==> config.mk <==
export PLATFORM = sky130hd
export DESIGN_NAME = rvfi_commit_checker_rv32imc
export DESIGN_NICKNAME = d
export VERILOG_FILES = /design/src/rtl/rvfi_commit_checker_rv32imc.sv
export SDC_FILE = /design/constraint.sdc
export NUM_CORES = 2
export LEC_CHECK = 0
export ABC_AREA = 0
export CAP_MARGIN = 20
export CORE_MARGIN = 2
export CORE_UTILIZATION = 30
export DETAILED_ROUTE_END_ITERATION = 8
export PLACE_DENSITY = 0.51
export SLEW_MARGIN = 5
export SYNTH_ARGS = -nofsm -noshare
export SYNTH_HDL_FRONTEND = slang
export SYNTH_SLANG_ARGS = --single-unit
==> constraint.sdc <==
create_clock -name clock -period 3.6 [get_ports clock]
set_input_delay 0.72 -clock clock [delete_from_list [all_inputs] [get_ports clock]]
set_output_delay 0.72 -clock clock [all_outputs]
set_load 0.03 [all_outputs]
==> src/rtl/rvfi_commit_checker_rv32imc.sv <==
// rvfi_commit_checker_rv32imc
//
// Checks a single-channel RVFI retirement stream from the RV32IMC core.
// Each commit is checked against state learned from the commits before it:
// the retirement order, the PC chain, and a shadow copy of the register file.
// The commit is also checked for x0 discipline, legal memory masks,
// traps/interrupts and retirement after halt. The first violation is latched
// into errcode and held there until reset.
//
// Ports
//   clock            sampling clock, all state updates on the rising edge
//   reset            asynchronous, active-low; 0 clears all state
//   rvfi_*           RVFI commit signals (mode, insn, mem data, extamo unused)
//   errcode          0 = clean, otherwise the lowest code of the first bad commit

module rvfi_commit_checker_rv32imc (
    input  logic        clock,
    input  logic        reset,
    input  logic        rvfi_valid,
    input  logic [63:0] rvfi_order,
    input  logic [31:0] rvfi_insn,
    input  logic        rvfi_trap,
    input  logic        rvfi_halt,
    input  logic        rvfi_intr,
    input  logic [1:0]  rvfi_mode,
    input  logic [4:0]  rvfi_rs1_addr,
    input  logic [4:0]  rvfi_rs2_addr,
    input  logic [31:0] rvfi_rs1_rdata,
    input  logic [31:0] rvfi_rs2_rdata,
    input  logic [4:0]  rvfi_rd_addr,
    input  logic [31:0] rvfi_rd_wdata,
    input  logic [31:0] rvfi_pc_rdata,
    input  logic [31:0] rvfi_pc_wdata,
    input  logic [31:0] rvfi_mem_addr,
    input  logic [3:0]  rvfi_mem_rmask,
    input  logic [3:0]  rvfi_mem_wmask,
    input  logic [31:0] rvfi_mem_rdata,
    input  logic [31:0] rvfi_mem_wdata,
    input  logic        rvfi_mem_extamo,
    output logic [15:0] errcode
);

    logic [63:0] exp_order;
    logic        exp_order_valid;
    logic [31:0] exp_pc;
    logic        exp_pc_valid;
    logic [31:0] shadow [0:31];
    logic [31:0] shadow_valid;
    logic        halted;
    logic [15:0] check_code;
    logic        rs1_bad;
    logic        rs2_bad;
    logic        unused_inputs;

    assign unused_inputs = ^{rvfi_insn, rvfi_mode, rvfi_mem_addr[31:2],
                             rvfi_mem_rdata, rvfi_mem_wdata, rvfi_mem_extamo};

    // Byte masks a 32-bit LSU can legally produce: byte, aligned half, word.
    function automatic logic mask_legal(input logic [3:0] m);
        case (m)
            4'b0000, 4'b0001, 4'b0010, 4'b0100,
            4'b1000, 4'b0011, 4'b1100, 4'b1111: return 1'b1;
            default:                             return 1'b0;
        endcase
    endfunction

    // x0 must read as zero; other registers are only compared once the
    // shadow copy holds a known value (written or learned from a read).
    assign rs1_bad = (rvfi_rs1_addr == 5'd0) ? (rvfi_rs1_rdata != 32'd0)
                   : (shadow_valid[rvfi_rs1_addr] && (rvfi_rs1_rdata != shadow[rvfi_rs1_addr]));
    assign rs2_bad = (rvfi_rs2_addr == 5'd0) ? (rvfi_rs2_rdata != 32'd0)
                   : (shadow_valid[rvfi_rs2_addr] && (rvfi_rs2_rdata != shadow[rvfi_rs2_addr]));

    // Evaluated from highest to lowest code so the lowest failing code is
    // the one left standing.
    always_comb begin
        check_code = 16'd0;
        if (halted)                                          check_code = 16'd11;
        if (rvfi_trap || rvfi_intr)                          check_code = 16'd10;
        if ((rvfi_mem_addr[1:0] != 2'b00) &&
            ((rvfi_mem_rmask != 4'd0) || (rvfi_mem_wmask != 4'd0)))
                                                             check_code = 16'd9;
        if ((rvfi_mem_rmask != 4'd0) && (rvfi_mem_wmask != 4'd0))
                                                             check_code = 16'd8;
        if (!mask_legal(rvfi_mem_rmask) || !mask_legal(rvfi_mem_wmask))
                                                             check_code = 16'd7;
        if ((rvfi_rd_addr == 5'd0) && (rvfi_rd_wdata != 32'd0))
                                                             check_code = 16'd6;
        if (rs2_bad)                                         check_code = 16'd5;
        if (rs1_bad)                                         check_code = 16'd4;
        if (rvfi_pc_rdata[0] || rvfi_pc_wdata[0])            check_code = 16'd3;
        if (exp_pc_valid && (rvfi_pc_rdata != exp_pc))       check_code = 16'd2;
        if (exp_order_valid && (rvfi_order != exp_order))    check_code = 16'd1;
    end

    // Control state: expectations, shadow valid bits, halt flag and the sticky
    // error code. Learning continues after an error has been latched so the
    // checker stays in step with the stream.
    always_ff @(posedge clock or negedge reset) begin
        if (!reset) begin
            exp_order       <= 64'd0;
            exp_order_valid <= 1'b0;
            exp_pc          <= 32'd0;
            exp_pc_valid    <= 1'b0;
            shadow_valid    <= 32'd0;
            halted          <= 1'b0;
            errcode         <= 16'd0;
        end else begin
            if (rvfi_halt)
                halted <= 1'b1;
            if (rvfi_valid) begin
                exp_order       <= rvfi_order + 64'd1;
                exp_order_valid <= 1'b1;
                exp_pc          <= rvfi_pc_wdata;
                exp_pc_valid    <= 1'b1;
                if (rvfi_rs1_addr != 5'd0)
                    shadow_valid[rvfi_rs1_addr] <= 1'b1;
                if (rvfi_rs2_addr != 5'd0)
                    shadow_valid[rvfi_rs2_addr] <= 1'b1;
                if (rvfi_rd_addr != 5'd0)
                    shadow_valid[rvfi_rd_addr] <= 1'b1;
                if ((errcode == 16'd0) && (check_code != 16'd0))
                    errcode <= check_code;
            end
        end
    end

    // Shadow data needs no reset: every entry is qualified by shadow_valid.
    // A read of an unknown register seeds it; a destination write comes
    // last so it wins over a same-commit read of the same register.
    always_ff @(posedge clock) begin
        if (rvfi_valid) begin
            if ((rvfi_rs1_addr != 5'd0) && !shadow_valid[rvfi_rs1_addr])
                shadow[rvfi_rs1_addr] <= rvfi_rs1_rdata;
            if ((rvfi_rs2_addr != 5'd0) && !shadow_valid[rvfi_rs2_addr])
                shadow[rvfi_rs2_addr] <= rvfi_rs2_rdata;
            if (rvfi_rd_addr != 5'd0)
                shadow[rvfi_rd_addr] <= rvfi_rd_wdata;
        end
    end

endmodule

==> qor.tcl <==
set qor(post_synth.cell_area_avg_sq_um) 10.1
set qor(path_clk_slew_ns) 0.06
set qor(design.core.area_sq_um) 260000
set qor(leading_cell_type_in_the_layout_fill_and_taps_excluded) {sky130_fd_sc_hd__mux2i_1}
set qor(detail_route.vias_per_cell) 6.09
set qor(routability_congestion_estimate) 1.01
set qor(slowest_stage) {sky130_fd_sc_hd__o31ai_4}
set qor(register_area_share_after_synthesis_pct) 43.4
set qor(wire_per_inst_microns) 38.8
set qor(final_wirelength_microns) 475000
set qor(worst-endpoint-required_ns) 4.36
set qor(critical_path.endpoint_type) {flip-flop}
set qor(timing.critical_path.cells) {buf_16, buf_16, buf_16, mux2i_4, o22ai_1, nor4_2, nand2_1, xor2_1, nor4_4, buf_4, nand3_2, o31ai_4, buf_4, nand4b_1, o41ai_2}
set qor(detail_route.iter0.violations) 12400
set qor(final.setup.worst_slack_ns) -0.263
set qor(synth.distinct_cells) 62
set qor(cts.htree.levels) 4
set qor(clock_sink_count) 1158
set qor(place_ws_ns) -2.42
set qor(fp.dieArea_sq_um) 266000
set qor(synth_enable_flop_cells) 1024
set qor(grt_antenna_before_repair) 17
set qor(most_frequent_cp_cell) {sky130_fd_sc_hd__buf_16}
set qor(critical_path_arrival_ns) 4.63
set qor(synthesis.area_sq_um) 78600
set qor(critPathKind) {primary input to flip-flop}
set qor(dp_cells) 11800
set qor(antenna_nets_post_route) 0
set qor(timing.hold.worst.class) {primary input to flip-flop}
set qor(post_layout_nonfiller_instances) 12300
set qor(finalWorstPathRequiredPeriod_ns) 3.86
set qor(area_delta_synth_final_pct) 31.7
set qor(synthCells) 7792
set qor(crit_fanout) 19
set qor(cts.root.buffer_cell) {sky130_fd_sc_hd__clkbuf_16}
set qor(clock_latency_ns) 0.87
set qor(design.final.nets) 9020
set qor(firstDrtPassIters) 8
set qor(largest_net_degree_at_the_start_of_global_routing) 170
set qor(std_cell_rows) 187
set qor(final-setup-viol-count) 6
set qor(global_route_wire_length_before_repair_microns) 623000
set qor(tritoncts_clock_tree) {done}
set qor(tightestPinTransition_ns) 1.04
set qor(outcome) {finished with violations}
set qor(via_count) 74600
set qor(timing.max_slew.rel_slack_pct) 30.2
set qor(report.final.slew_viol_count) 0
set qor(hold_viol) 0
set qor(grtUsageTotal_pct) 34.4
set qor(fillerInstances) 25200
set qor(failed_checks) {negative setup slack}
set qor(synth-main-ff-cell) {sky130_fd_sc_hd__edfxtp_1}
set qor(layout_worst_path_cycle_share_pct) 107
set qor(area.sequential_sq_um) 34100
set qor(async_reset_ff_share_pct) 11.6
set qor(port_buffers) 258
set qor(top_level_ports) 400
set qor(power.density_nw_per_um2) 365
set qor(total_leakage_power_nw) 44.4
set qor(setup.worst_path.start_class) {primary input}
set qor(peakVddDrop_v) 0.000378
set qor(worst_skew_ns) 0.0486
set qor(y_dimension_of_the_die_microns) 516
set qor(synth.ff_latch_count) 1158
set qor(cts-buffers-inserted) 152
set qor(layout.cells.most_common_list) {sky130_fd_sc_hd__mux2i_1, sky130_fd_sc_hd__nand2_1, sky130_fd_sc_hd__edfxtp_1}
set qor(drive_above_1_share_pct) 22.6
set qor(cts_buffer_depth) 3
set qor(grt_pass1_vias) 69700
set qor(floorplan.initialDensity_pct) 30.2
set qor(multiInputGateArea_sq_um) 42400
set qor(die_w_microns) 516
set qor(post-route-drc-count) 0
set qor(max_clock_freq_mhz) 259
set qor(critical-path-max-stage-delay_ns) 0.53
set qor(maxcap_violations) 0
set qor(rsz0062_at_grt) {true}
set qor(overflow) 0
set qor(detailed_place_hpwl_microns) 317000
set qor(yosys_warning_total) 0
## kinds of logic after synthesis
| group | synth area share, % |
|---|---|
| mux | 26.6 |
| flops | 43.4 |
| fa+ha+maj | 0.0478 |
| compound gates | 12.0 |
| buf+inv | 6.23 |
| other cells | 0.00477 |
| simple gates | 9.20 |
| xor+xnor | 2.47 |
## critical path: cells and delay by family
family | cells | cell delay (ns)
buffers and inverters | 5 | 1.07
multiplexers | 1 | 0.35
AO/OA/AOI/OAI | 3 | 1.01
AND/OR/NAND/NOR | 5 | 1.15
XOR/XNOR | 1 | 0.19
## power breakdown
group,switching [W],total (W),internal (W)
Clock,0.00690,0.0152,0.00828
Sequential,0.000246,0.0154,0.0151
Combinational,0.00437,0.00722,0.00284
## area by class of cell
class	count	share of cell area (%)
antenna	5	0.0121
timing repair buffer	1652	17.2
clock buffer	193	3.86
tap	3496	4.23
clock inverter	77	0.703
sequential	1158	32.9
inverter	18	0.0653
multi-input combinational	5651	41.0
## stage by stage
stage	util, %	cell area, sq um	TNS, ns	hold WS (ns)	total power (W)
floorplan	-	79300	-281.20	0.424	0.0187
global placement	36.6	95300	-1230.70	0.396	0.0221
detailed placement	36.6	95300	-1255.74	0.395	0.0221
CTS	39.1	102000	-0.0465	0.219	0.0374
global route	39.8	104000	-0.388	0.262	0.0384
finish	39.8	104000	-0.573	0.275	0.0378
## final timing paths
path	cells after the start	end	startpoint	slack, ns
hold / removal	2	shadow_valid[6]	rvfi_valid	0.28
max in group asynchronous	3	shadow_valid[1]	reset	2.19
setup / recovery	15	errcode[3]	rvfi_rs1_addr[0]	-0.26
min in group asynchronous	2	exp_order[0]	reset	0.47
setup reg to reg	14	errcode[3]	shadow[3][8]	-0.12
hold reg to reg	0	shadow_valid[0]	shadow_valid[0]	0.42
## synth_stat cells, types with 7 or more instances
library cell / count / area share, %
sky130_fd_sc_hd__mux2_2: 35 / 0.50
sky130_fd_sc_hd__buf_1: 49 / 0.23
sky130_fd_sc_hd__a211o_1: 26 / 0.29
sky130_fd_sc_hd__o21ai_0: 851 / 5.4
sky130_fd_sc_hd__nand4_1: 33 / 0.26
sky130_fd_sc_hd__o21ai_1: 147 / 0.94
sky130_fd_sc_hd__nor3_1: 8 / 0.051
sky130_fd_sc_hd__clkbuf_1: 613 / 2.9
sky130_fd_sc_hd__nand3_1: 31 / 0.20
sky130_fd_sc_hd__nand4bb_1: 12 / 0.17
sky130_fd_sc_hd__buf_4: 140 / 1.3
sky130_fd_sc_hd__nor4_1: 187 / 1.5
sky130_fd_sc_hd__inv_1: 18 / 0.086
sky130_fd_sc_hd__a21oi_1: 69 / 0.44
sky130_fd_sc_hd__xnor2_1: 56 / 0.62
sky130_fd_sc_hd__xor2_1: 166 / 1.8
sky130_fd_sc_hd__and3_1: 14 / 0.11
sky130_fd_sc_hd__nand2_1: 1129 / 5.4
sky130_fd_sc_hd__mux2i_1: 2017 / 26
sky130_fd_sc_hd__or3b_2: 7 / 0.078
sky130_fd_sc_hd__o22ai_1: 542 / 4.3
sky130_fd_sc_hd__buf_2: 164 / 1.0
sky130_fd_sc_hd__mux4_2: 16 / 0.46
sky130_fd_sc_hd__dfrtp_1: 134 / 4.3
sky130_fd_sc_hd__nor2_1: 124 / 0.59
sky130_fd_sc_hd__nand3b_1: 11 / 0.11
sky130_fd_sc_hd__buf_6: 42 / 0.60
sky130_fd_sc_hd__o221ai_1: 35 / 0.39
sky130_fd_sc_hd__edfxtp_1: 1024 / 39
## what timing repair did
| action | 4_1_cts | 5_1_grt |
|---|---|---|
| hold buffers | 1 | 0 |
| setup endpoints to repair | 35 | 28 |
| resized for setup | 171 | 163 |
| endpoints found under the hold margin | 78 | 0 |
| setup buffers | 70 | 65 |
| pin swaps | 36 | 46 |
| gates cloned | 9 | 10 |
## flip-flops by register name (all words and copies together) (netlist names)
register	cells
shadow_valid	32
exp_pc	32
exp_order	64
halted	1
exp_pc_valid	1
errcode	4
shadow	1024
## per-layer routing
metal  track usage, %  up-vias  share of wire (%)  wire, microns
met3             9.19     1352                 12          58200
met1             45.7    36900                 39         187000
met2             49.8     5830                 41         196000
li1                 -    30500                  -              -
met4             20.5       16                7.1          33700
met5                0        -              0.026            122
(Power assumes the default switching activity.)
